$ cat config.mk
export PLATFORM = sky130hd
export DESIGN_NAME = f5_rd_ctrl
export DESIGN_NICKNAME = d
export VERILOG_FILES = /design/src/rtl/f5_rd_ctrl.sv
export SDC_FILE = /design/constraint.sdc
export NUM_CORES = 1
export LEC_CHECK = 0
export CAP_MARGIN = 20
export CORE_ASPECT_RATIO = 0.7
export CORE_MARGIN = 1.5
export CORE_UTILIZATION = 40
export DETAILED_ROUTE_END_ITERATION = 10
export SKIP_CTS_REPAIR_TIMING = 1
export SYNTH_ARGS = -nofsm -noshare
export SYNTH_HDL_FRONTEND = slang
export SYNTH_SLANG_ARGS = --single-unit
$ cat constraint.sdc
create_clock -name clk -period 4.4 [get_ports clk]
set_clock_uncertainty 0.05 [all_clocks]
set_input_delay 0.44 -clock clk [delete_from_list [all_inputs] [get_ports clk]]
set_output_delay 0.44 -clock clk [all_outputs]
set_load 0.01 [all_outputs]
$ cat src/rtl/f5_rd_ctrl.sv
// Read controller for the 5x5 f5 map: sweeps addresses 0..24 NUM_PASS times and
// streams the returned words through a 2-entry skid FIFO with last/final tags.
module f5_rd_ctrl #(
    parameter int DATA_W   = 16,
    parameter int NUM_PASS = 1
) (
    input  logic              clk,
    input  logic              rst_n,
    input  logic              start,
    output logic [4:0]        f5_raddr,
    output logic              f5_rd_en,
    input  logic [DATA_W-1:0] f5_rdata,
    output logic [DATA_W-1:0] out_data,
    output logic              out_valid,
    input  logic              out_ready,
    output logic              out_last,
    output logic              out_final,
    output logic              busy,
    output logic              done
);

    localparam logic [4:0] LAST_ADDR = 5'd24;
    localparam logic [7:0] LAST_PASS = 8'(NUM_PASS - 1);

    typedef enum logic [3:0] {
        S_IDLE  = 4'b0001,
        S_RUN   = 4'b0010,
        S_DRAIN = 4'b0100,
        S_DONE  = 4'b1000
    } state_t;

    state_t            state;
    state_t            state_nxt;

    logic [4:0]        addr;
    logic [7:0]        pass;
    logic              end_of_sweep;
    logic              end_of_job;

    logic              vld_p1;
    logic              last_p1;
    logic              final_p1;

    logic [DATA_W-1:0] fifo_data  [2];
    logic              fifo_last  [2];
    logic              fifo_final [2];
    logic              wr_ptr;
    logic              rd_ptr;
    logic [1:0]        count;
    logic              push;
    logic              pop;
    logic [2:0]        credit;

    assign end_of_sweep = (addr == LAST_ADDR);
    assign end_of_job   = end_of_sweep && (pass == LAST_PASS);

    assign push = vld_p1;
    assign pop  = out_valid && out_ready;

    // Occupancy counts a transfer leaving this cycle, so a full pipeline
    // (one word in the FIFO, one read in flight) still issues with out_ready high.
    assign credit = {1'b0, count} + {2'b0, vld_p1} - {2'b0, pop};

    always_ff @(posedge clk or negedge rst_n) begin
        if (!rst_n) begin
            state <= S_IDLE;
        end else begin
            state <= state_nxt;
        end
    end

    always_comb begin
        state_nxt = state;
        unique case (state)
            S_IDLE:  if (start) state_nxt = S_RUN;
            S_RUN:   if (f5_rd_en && end_of_job) state_nxt = S_DRAIN;
            S_DRAIN: if ((count == 2'd0) && !vld_p1) state_nxt = S_DONE;
            S_DONE:  state_nxt = S_IDLE;
            default: state_nxt = S_IDLE;
        endcase
    end

    always_comb begin
        busy     = (state != S_IDLE);
        done     = (state == S_DONE);
        f5_rd_en = (state == S_RUN) && (credit < 3'd2);
    end

    always_ff @(posedge clk or negedge rst_n) begin
        if (!rst_n) begin
            addr <= '0;
            pass <= '0;
        end else if (f5_rd_en) begin
            addr <= end_of_sweep ? 5'd0 : addr + 5'd1;
            if (end_of_sweep) begin
                pass <= end_of_job ? 8'd0 : pass + 8'd1;
            end
        end
    end

    assign f5_raddr = addr;

    // p1: read in flight, tags travel with it until the data returns
    always_ff @(posedge clk or negedge rst_n) begin
        if (!rst_n) begin
            vld_p1   <= 1'b0;
            last_p1  <= 1'b0;
            final_p1 <= 1'b0;
        end else begin
            vld_p1   <= f5_rd_en;
            last_p1  <= f5_rd_en && end_of_sweep;
            final_p1 <= f5_rd_en && end_of_job;
        end
    end

    // p2: returned word captured into the FIFO
    always_ff @(posedge clk or negedge rst_n) begin
        if (!rst_n) begin
            for (int i = 0; i < 2; i++) begin
                fifo_data[i]  <= '0;
                fifo_last[i]  <= 1'b0;
                fifo_final[i] <= 1'b0;
            end
            wr_ptr <= 1'b0;
            rd_ptr <= 1'b0;
            count  <= 2'd0;
        end else begin
            if (push) begin
                fifo_data[wr_ptr]  <= f5_rdata;
                fifo_last[wr_ptr]  <= last_p1;
                fifo_final[wr_ptr] <= final_p1;
                wr_ptr             <= ~wr_ptr;
            end
            if (pop) begin
                rd_ptr <= ~rd_ptr;
            end
            case ({push, pop})
                2'b10:   count <= count + 2'd1;
                2'b01:   count <= count - 2'd1;
                default: count <= count;
            endcase
        end
    end

    assign out_valid = (count != 2'd0);
    assign out_data  = fifo_data[rd_ptr];
    assign out_last  = out_valid && fifo_last[rd_ptr];
    assign out_final = out_valid && fifo_final[rd_ptr];

endmodule

* Yosys cells after proc, flatten, opt, wreduce, memory -nomap -nowiden *
Index checks and enable logic that the tools add are counted.
Widths: inputs -> output; s select.

word-level totals
  flip-flop bits (word level) = 60
  word-level logic and storage cells = 79
  input bits = 20
  output and inout bits = 27
  ROM bits = 0
  latch bits = 0
  memories kept = 0
  memory bits (writable) = 0

cells by class
  order comparisons = 4
  bitwise gates (word level) = 4
  $mul = 0
  shifts and indexed selects = 0
  add/subtract/negate cells = 6
  reduce and logical (&&, ||, !) cells = 16
  equality and inequality tests = 11
  mux-type cells = 23
  div/mod/pow operators = 0

operators by type and width
  operator             count
  $mux 16              4
  $bwmux 32            1
  $demux 16 s1         1
  $mux 4               3
  $pmux 4 s3           1
  $logic_and 1x1->1    9
  $add 8x1->8 const B  1
  $logic_not 8->1      1
  $mux 8               1
  $mux 1               7
  $ne 2x2->1 const B   3
  $add 5x1->5 const B  1
  $eq 5x5->1 const B   1
  $mux 5               1
  $bwmux 2             2
  $eq 4x1->1 const B   1
  $eq 4x2->1 const B   1
  $eq 4x3->1 const B   1
  $eq 4x4->1 const B   1
  $ge 2x2->1 const B   2
  $ne 4x1->1 const B   1
  $not 1->2            2
  $pmux 2 s2           1
  $reduce_bool 2->1    2
  other kinds (14)     15

* Logic depth before layout (Yosys ltp) *
Gate-level depths: netlist of run 1.

  depth in word-level cells = 8
  depth in mapped cells = 11
  depth with buffers taken out = 9

* Worst setup path after synthesis of run 1 *
Ideal clock, no wire load.

  kind = register to register
  from = register count[1]
  to = register pass[2]
  setup slack = 1.934 ns
  stages on the path, launching flop included = 12
  clock period less this slack = 2.466 ns
  path buffers = 2
  setup time = 0.125 ns
  data arrival time = 2.291 ns
  cells stage by stage = dfrtp_1 > clkbuf_2 > nor2_1 > inv_1 > nand2_1 > nor2_1 > fa_1 > xnor2_1 > and4_1 > buf_4 > nand2_2 > mux2_4

between the ends
  longest elaborated chain between the ends = 6
  elaborated cells between the ends (all ways) = 7

RTL lines
  element                            RTL line  source
  from (decl)                        49        logic [1:0] count;
  from (signal assigned)             138       2'b10: count <= count + 2'd1;
  from (signal assigned)             139       2'b01: count <= count - 2'd1;
  from (signal assigned)             140       default: count <= count;
  $reduce_bool 2->1                  145       assign out_valid = (count != 2'd0);
  named net out_valid                14        output logic out_valid,
  $logic_and 1x1->1                  58        assign pop = out_valid && out_ready;
  $sub 3x1->3                        62        assign credit = {1'b0, count} + {2'b0, vld_p1} - {2'b0, pop};
  $lt 3x2->1                         86        f5_rd_en = (state == S_RUN) && (credit < 3'd2);
  $logic_and 1x1->1                  86
  $reduce_and 2->1 (no source line)  --
  to (signal assigned)               96        pass <= end_of_job ? 8'd0 : pass + 8'd1;
  to (decl)                          36        logic [7:0] pass;

The timed path passes the listed nets, and every way through them passes these cells.
A chain may end at the register's enable or synchronous reset.

* Final worst setup path of run 1 *
  from = register count[1]
  to = output f5_rd_en

between the ends
  longest elaborated chain between the ends = 5
  elaborated cells between the ends (all ways) = 6

RTL lines
  element                                                              RTL line  source
  parallel branches: the longest is 2 deep, another holds $add 2x1->3  --
  $sub 3x1->3 (*)                                                      62
  $lt 3x2->1 (*)                                                       86
  $logic_and 1x1->1 (*)                                                86
  to (decl)                                                            11        output logic f5_rd_en,

Every way passes the cells marked *.

==> results of run 1 <==
## layer usage
layer  vias to the layer above  wire [µm]  GRT usage [%]
met5                         -          0              0
met1                       878       2819          22.56
met3                         4        177          5.460
met2                        23       2177          21.13
met4                         0         31          5.405
li1                        879          -              -
## power by group
group,leakage [nW],switching [mW],internal (mW),total [mW]
Combinational,0.693,0.352,0.613,0.965
Clock,0.0961,0.213,0.233,0.446
Sequential,0.738,0.188,0.764,0.952
## synth_stat cells (2+ instances only)
cell     instances  share of area (%)
xnor2_1          5                1.6
nand4_1          5                1.1
nor2_1           9                1.2
nand2_1          8                1.1
xor2_1           7                2.2
dfrtp_1         59                 53
ha_1             4                1.8
o21ai_0          9                1.6
mux2_2          53                 21
a21oi_1          2               0.36
nand3_1          8                1.4
inv_1           11                1.5
and4_1           2               0.62
nor2b_1          3               0.67
buf_2            5               0.89
mux2i_1          3                1.1
nor3_1           5               0.89
## state kept, by name, indices dropped and copies added, names as in the netlist
name,cells
count,2
wr_ptr,1
state,4
fifo_final,2
final_p1,1
last_p1,1
pass,8
f5_raddr,5
fifo_last,2
rd_ptr,1
push,1
fifo_data,32
## cells by family (layout without fill, tap and decap cells)
group / count (synthesis) / in the layout / share of synthesized area (%)
AO/OA/AOI/OAI: 17 / 17 / 3.615
XOR/XNOR: 12 / 12 / 3.748
adder cells (fa/ha/maj): 5 / 5 / 2.499
buffers and inverters: 20 / 74 / 3.346
flip-flops: 60 / 60 / 53.59
multiplexers: 57 / 57 / 22.89
AND/OR/NAND/NOR: 50 / 50 / 10.31
## worst max-delay path, stage by stage (launching register included)
cell and delay, ns:
dfrtp_1 0.48, nor2_1 0.19, inv_1 0.08, nand2_1 0.11, nor2_1 0.07, fa_1 0.41
xnor2_1 0.33, nand3_1 0.20, inv_1 0.14, clkdlybuf4s50_1 0.55
## area by class of cell
class	count	share of cell area [%]
Inverter	11	1.175
Sequential cell	60	42.77
Multi-Input combinational cell	141	34.44
Clock inverter	4	0.6766
Timing Repair Buffer	47	13.18
Tap cell	94	3.348
Clock buffer	12	4.416
## how the worst max path moves through the flow
stage,depth (start not counted),to
global route,9,f5_rd_en
finish,9,f5_rd_en
floorplan,11,pass[2]
detailed placement,8,f5_rd_en
CTS,9,f5_rd_en
global placement,8,f5_rd_en
## through the flow
stage / hold slack [ns] / instances / setup WS (ns) / cell area (µm²)
after global routing: 0.2557 / 369 / 0.7961 / 3513
after CTS: 0.2195 / 369 / 0.9918 / 3513
after detailed placement: 0.4102 / 353 / 1.053 / 3334
after global placement: 0.4140 / 353 / 1.121 / 3334
after floorplan: 0.09441 / 221 / 1.934 / 2804
final: 0.2029 / 369 / 1.017 / 3513
==> out/results.ini, run 1 <==
[worst_setup_path]
arrival_ns=2.89
rr_startpoint=count[1]
startpoint_type=flip-flop
crit_start=count[1]
end_kind=output pin
crit_type=reg -> out
setup.reg_to_reg.worst_slack_ns=1.76
worstPathMaxFanout=8
cp.required_ns=3.91
reg2reg_to=state[1]
rr_worst_depth=9

[route]
drc=0
drt-total-wl_um=5205
num_vias=1784
first_iter_violations=48
vias_per_cell=4.835
ant_nets=0
dr.pass1.iters=4
wl_per_cell_um=14.11

[logic_synthesis]
ys_seq_elements=60
syn_inst=221
synth-edff-count=0
yosys_warnings=0
synth.distinct_cells=40
synth_nets=246
avgSynthCellArea_um2=12.69
synthFlopType=dfrtp_1
synth_area_um2=2804
ys_seq_area_share_pct=53.59
async_flop_share_pct=100.0

[power]
p_leak_nw=1.528
total_power_mw=2.364
ir_drop_v=0.0003051
p_per_area_nw_per_um2=672.8

[global_route]
grt_overflow=0
grt_pass1_vias=1715
grt_pass1_wl_um=8652
grt_use_total_pct=15.45
antenna_found_initial=0
grt_max_degree=41

[die]
die_area_um2=7529
dieHeight_um=73.05
core_area_um2=6756
initial_utilization_pct=41.50
ios=47
rows=25
die_w_um=103.1

[sta]
fmax_mhz=295.6
finalSetupViolCount=0
setup_tns_ns=0
hold_viol_final=0
relSlewSlack_pct=33.45
fin_crit_sh_pct=76.89
min_period_ns=3.383
slew_viol_final=0
rsz0062_at_grt=no
tightest_slew_ns=0.9938

[status]
status=finished clean

[clocking]
cts_tree=done
clock_sinks=60
clock_latency_ns=0.33
cts_max_level=3
clk_path_buf_depth=2
clkTransAtPathRegs_ns=0.06
cts_buffers=9
cts_root_buf=clkbuf_8

[layout]
seq_area_um2=1503
nets=295
layout_common_cells=dfrtp_1, mux2_2, clkdlybuf4s50_1, inv_1, clkbuf_8
num_antenna_cells=0
final_common_cell=dfrtp_1
area_growth_pct=25.30
drive_above_1_share_pct=27.27
multi_input_area_um2=1210
post-route-util_pct=52.00
fillers=647

[place]
globalplace.congestion=0.7412
dp_hpwl_um=3463
port-buffer-count=46

[run]
maxCapViolCount=0

[worst_hold_path]
hold_class=in -> async

Note: power is estimated with default switching activity, not from simulation.
==> run 2: changes to the inputs <==
--- a/config.mk
+++ b/config.mk
@@ -10,6 +10,7 @@
 export CORE_MARGIN = 1.5
 export CORE_UTILIZATION = 40
 export DETAILED_ROUTE_END_ITERATION = 10
+export PLACE_DENSITY = 0.65
 export SKIP_CTS_REPAIR_TIMING = 1
 export SYNTH_ARGS = -nofsm -noshare
 export SYNTH_HDL_FRONTEND = slang
==> constraint.sdc (replaced) <==
create_clock -name clk -period 3 [get_ports clk]
set_clock_uncertainty 0.05 [all_clocks]
set_input_delay 0.3 -clock clk [delete_from_list [all_inputs] [get_ports clk]]
set_output_delay 0.3 -clock clk [all_outputs]
set_load 0.01 [all_outputs]
==> out/results.ini, run 2 (same netlist as run 1, synthesis figures left out) <==
[power]
p_per_area_nw_per_um2=1011
ir_drop_v=0.0004964
p_leak_nw=1.585

[clocking]
clock_latency_ns=0.33
cts_root_buf=clkbuf_8
cts_buffers=9
cts_max_level=3
cts_tree=done
clk_path_buf_depth=2
clock_sinks=60
clkTransAtPathRegs_ns=0.07

[layout]
layout_common_cells=dfrtp_1, mux2_2, clkdlybuf4s50_1, inv_1, buf_4
fillers=602
final_common_cell=dfrtp_1
drive_above_1_share_pct=31.69
area_growth_pct=29.72
largest_register_ff_count=32
nets=304
num_antenna_cells=0
instances_no_fill=378
regMostFlops=fifo_data

[worst_setup_path]
worstPathMaxFanout=6
crit_type=reg -> out
crit_chain=nor2_4 -> inv_1 -> nand2_1 -> nor2_1 -> fa_2 -> nand3_1 -> inv_1 -> clkdlybuf4s50_1
crit_top_cell=inv_1
arrival_ns=2.48
cp.required_ns=2.65
end_kind=output pin
cp_slowest_cell=fa_2
max_stage_delay_ns=0.56
startpoint_type=flip-flop

[run]
maxCapViolCount=0

[place]
port-buffer-count=46
dp_hpwl_um=3482
globalplace.congestion=0.7549
placedCellCount=358

[sta]
hold_viol_final=0
relSlewSlack_pct=41.67
min_period_ns=2.829
rsz0062_at_grt=no
fin_hold_ws_ns=0.07731
finalSetupViolCount=0
slew_viol_final=0
fmax_mhz=353.5
tightest_slew_ns=0.8728
fin_crit_sh_pct=94.29

[global_route]
grt_max_degree=61
antenna_found_initial=0
grt_pass1_wl_um=8673
grt_pass1_vias=1777
grt_use_total_pct=15.40
grt_overflow=0

[route]
dr.pass1.iters=4
drc=0
ant_nets=0
vias_per_cell=4.952
wl_per_cell_um=13.89
num_vias=1872
first_iter_violations=60
drt-total-wl_um=5250

[worst_hold_path]
hold_class=in -> async

[die]
dieHeight_um=73.05
rows=25
core_area_um2=6756
ios=47
die_w_um=103.1
die_area_um2=7529
initial_utilization_pct=41.50

[status]
status=finished clean

==> run 2: metrics by stage <==
step / util, % / TNS [ns] / cell area [µm²] / worst slack, ns / total power, mW
after floorplan: - / 0 / 2804 / 0.5342 / 2.243
after global placement: 49.91 / 0 / 3372 / 0.2154 / 2.864
after detailed placement: 49.91 / 0 / 3372 / 0.1620 / 2.887
after CTS: 53.09 / -0.1328 / 3587 / -0.1328 / 3.693
after global routing: 53.83 / 0 / 3637 / 0.02580 / 3.915
final: 53.83 / 0 / 3637 / 0.1713 / 3.676
==> run 2: cell type report <==
| cell class | instances | area (µm²) | share of cell area [%] |
|---|---|---|---|
| inverters | 11 | 41.29 | 1.135 |
| flip-flops and latches | 60 | 1505 | 41.38 |
| multi-input cells | 141 | 1227 | 33.75 |
| clock buffers | 9 | 123.9 | 3.406 |
| clock inverters | 7 | 91.34 | 2.511 |
| repair buffers | 56 | 530.5 | 14.59 |
| well taps | 94 | 117.6 | 3.234 |
==> run 2: worst max-delay path, delay by kind of cell, from the launching register on <==
kind / cells / cell delay [ns]
adders and majority gates: 1 / 0.56
buffers and inverters: 3 / 0.72
DFF: 1 / 0.46
and+or+nand+nor: 4 / 0.39
==> run 2: routing by layer <==
metal | GRT usage (%) | vias to the layer above | part of all wire (%)
met4 | 4.505 | 0 | 1.4
met2 | 21.78 | 41 | 42
met5 | 0 | - | 0
li1 | - | 899 | -
met1 | 22.35 | 922 | 50
met3 | 5.364 | 10 | 5.7
==> run 2: power breakdown <==
part	switching, mW	total, mW	internal, mW
Sequential	0.229	1.35	1.12
Combinational	0.585	1.54	0.959
Clock	0.317	0.781	0.464
==> run 2: final timing paths <==
kind                            startpoint             to  slack, ns  depth (start not counted)
worst max-delay path              count[0]       f5_rd_en       0.17                          8
worst min-delay path                 rst_n  fifo_data[14]       0.08                          2
worst max register to register    count[0]       state[1]       0.61                         10
worst min register to register     pass[5]        pass[5]       0.44                          1
max in group asynchronous            rst_n       count[1]       2.30                          2
min in group clk                   pass[5]        pass[5]       0.44                          1
==> run 3: changes to the inputs <==
--- a/config.mk
+++ b/config.mk
@@ -5,12 +5,16 @@
 export SDC_FILE = /design/constraint.sdc
 export NUM_CORES = 1
 export LEC_CHECK = 0
+export ABC_AREA = 1
+export ABC_CLOCK_PERIOD_IN_PS = 3000
 export CAP_MARGIN = 20
+export CELL_PAD_IN_SITES_DETAIL_PLACEMENT = 0
+export CELL_PAD_IN_SITES_GLOBAL_PLACEMENT = 1
 export CORE_ASPECT_RATIO = 0.7
 export CORE_MARGIN = 1.5
-export CORE_UTILIZATION = 40
+export CORE_UTILIZATION = 36
 export DETAILED_ROUTE_END_ITERATION = 10
-export PLACE_DENSITY = 0.65
+export PLACE_DENSITY_LB_ADDON = 0.1
 export SKIP_CTS_REPAIR_TIMING = 1
 export SYNTH_ARGS = -nofsm -noshare
 export SYNTH_HDL_FRONTEND = slang
==> out/results.ini, run 3 <==
[status]
status=complete, but fails checks
failed_checks=negative hold slack

[layout]
regMostFlops=fifo_data
design_area_um2=3871
fillers=792
largest_register_ff_count=32
drive_above_1_share_pct=12.71
final_common_cell=nand2_1
layout_common_cells=nand2_1, dfrtp_1, clkdlybuf4s50_1, inv_1, o21ai_0
post-route-util_pct=48.97
area_growth_pct=31.21
nets=429
num_antenna_cells=0

[logic_synthesis]
synth_nets=380
synth_area_um2=2950
ys_seq_elements=60
syn_inst=355
yosys_warnings=0
synth.top_cells.by_count=nand2_1, dfrtp_1, inv_1
async_flop_share_pct=100.0
synthTopCellsByArea=dfrtp_1, nand2_1, o21ai_2, inv_1, o21ai_0
avgSynthCellArea_um2=8.311
synth.distinct_cells=27
ys_seq_area_share_pct=50.93
synth_area_leader_cell=dfrtp_1
synth_largest_type_area_fraction_pct=50.04
synthFlopType=dfrtp_1
synth-edff-count=0
synth.most_common_cell=nand2_1

[clocking]
clock_sinks=60
cts_root_buf=clkbuf_16
cts_buffers=9
clkTransAtPathRegs_ns=0.05
cts_tree=done
clock_latency_ns=0.31
cts_max_level=3
clk_path_buf_depth=2

[worst_setup_path]
path_depth=9
max_stage_delay_ns=0.49
worstPathMaxFanout=6
cp.required_ns=2.65
end_kind=output pin
cp_num_buf_inv=2
setup.reg_to_reg.worst_slack_ns=0.61
rr_worst_depth=12
crit_family=simple AND/OR/NAND/NOR gates
crit_chain=inv_2 -> nand2_2 -> nand3_1 -> nand2_1 -> nand2_1 -> fa_1 -> nand3_1 -> nor2_4 -> dlymetal6s2s_1
crit_type=reg -> out
cp_slowest_cell=fa_1
startpoint_type=flip-flop
arrival_ns=2.18

[sta]
fmax_mhz=395.8
fin_crit_sh_pct=84.21
min_period_ns=2.526
hold_viol_final=10
slew_viol_final=0
finalSetupViolCount=0
tightest_slew_ns=0.8870
relSlewSlack_pct=40.87
rsz0062_at_grt=no
layout_setup_ws_ns=0.4737
setup_tns_ns=0
fin_hold_ws_ns=-0.01245

[die]
dieHeight_um=78.74
core_area_um2=7905
initial_utilization_pct=37.32
rows=27
ios=47
die_w_um=111.2
die_area_um2=8756

[place]
globalplace.congestion=0.7756
dp_slack_ns=0.2611
placed_area_um2=3485
dp_hpwl_um=3965
port-buffer-count=46

[power]
p_comb_share_pct=38.0
p_leak_nw=1.969
p_per_area_nw_per_um2=1036
seq_power_share_pct=32.1
p_int_mw=2.704
power.share.clock_pct=29.9
p_sw_share_pct=32.55
p_sw_mw=1.305
ir_drop_v=0.0006771

[global_route]
grt_use_total_pct=14.43
antenna_found_initial=0
grt_pass1_wl_um=9984
grt_max_degree=38
grt_overflow=0
grt_pass1_vias=2102

[worst_hold_path]
hold_class=in -> async

[route]
vias_per_cell=4.353
ant_nets=0
dr.pass1.iters=4
drc=0
first_iter_violations=132
drt-total-wl_um=5886
num_vias=2220
wl_per_cell_um=11.54

[run]
maxCapViolCount=0

-- run 3: logic make-up after synthesis --
| kind of cell | synth area share [%] |
|---|---|
| and+or+nand+nor | 24.00 |
| DFF | 50.93 |
| buffers and inverters | 8.524 |
| adders and majority gates | 2.375 |
| AOI/OAI and AO/OA | 11.20 |
| xor gates and xnor gates | 2.969 |
-- run 3: routing by layer --
metal / routed length [µm] / GRT usage (%) / vias up
li1: - / - / 1194
met1: 3210 / 20.11 / 985
met2: 2407 / 21.35 / 34
met3: 218 / 4.962 / 7
met4: 50 / 4.177 / 0
met5: 0 / 0 / -
-- run 3: power by group through the flow --
stage | clock network, mW | registers [mW] | logic (mW)
2_1_floorplan | 0 | 1.27 | 0.899
3_5_place_dp | 0 | 1.30 | 1.53
3_3_place_gp | 0 | 1.29 | 1.52
5_1_grt | 1.27 | 1.33 | 1.70
4_1_cts | 1.23 | 1.29 | 1.54
6_report | 1.20 | 1.29 | 1.52
-- run 3: worst paths after layout --
path	endpoint	startpoint
setup reg to reg	pass[0]	count[1]
hold reg to reg	fifo_data[3]	fifo_data[3]
hold / removal	fifo_data[19]	rst_n
setup / recovery	f5_rd_en	count[1]
max in group asynchronous	state[0]	rst_n
min in group clk	fifo_data[3]	fifo_data[3]
-- run 3: per-stage QoR --
stage | instances | total power, mW
final | 510 | 4.009
after detailed placement | 493 | 2.831
after floorplan | 355 | 2.167
after CTS | 509 | 4.054
after global routing | 510 | 4.301
after global placement | 493 | 2.813
-- run 3: final cells by class --
type / instances / area, µm² / share of cell area (%)
clock inverter: 4 / 95.09 / 2.456
clock buffer: 12 / 256.5 / 6.626
tap: 101 / 126.4 / 3.264
multi-input combinational: 238 / 1201 / 31.03
sequential: 60 / 1503 / 38.82
inverter: 45 / 168.9 / 4.363
timing repair buffer: 50 / 520.5 / 13.45
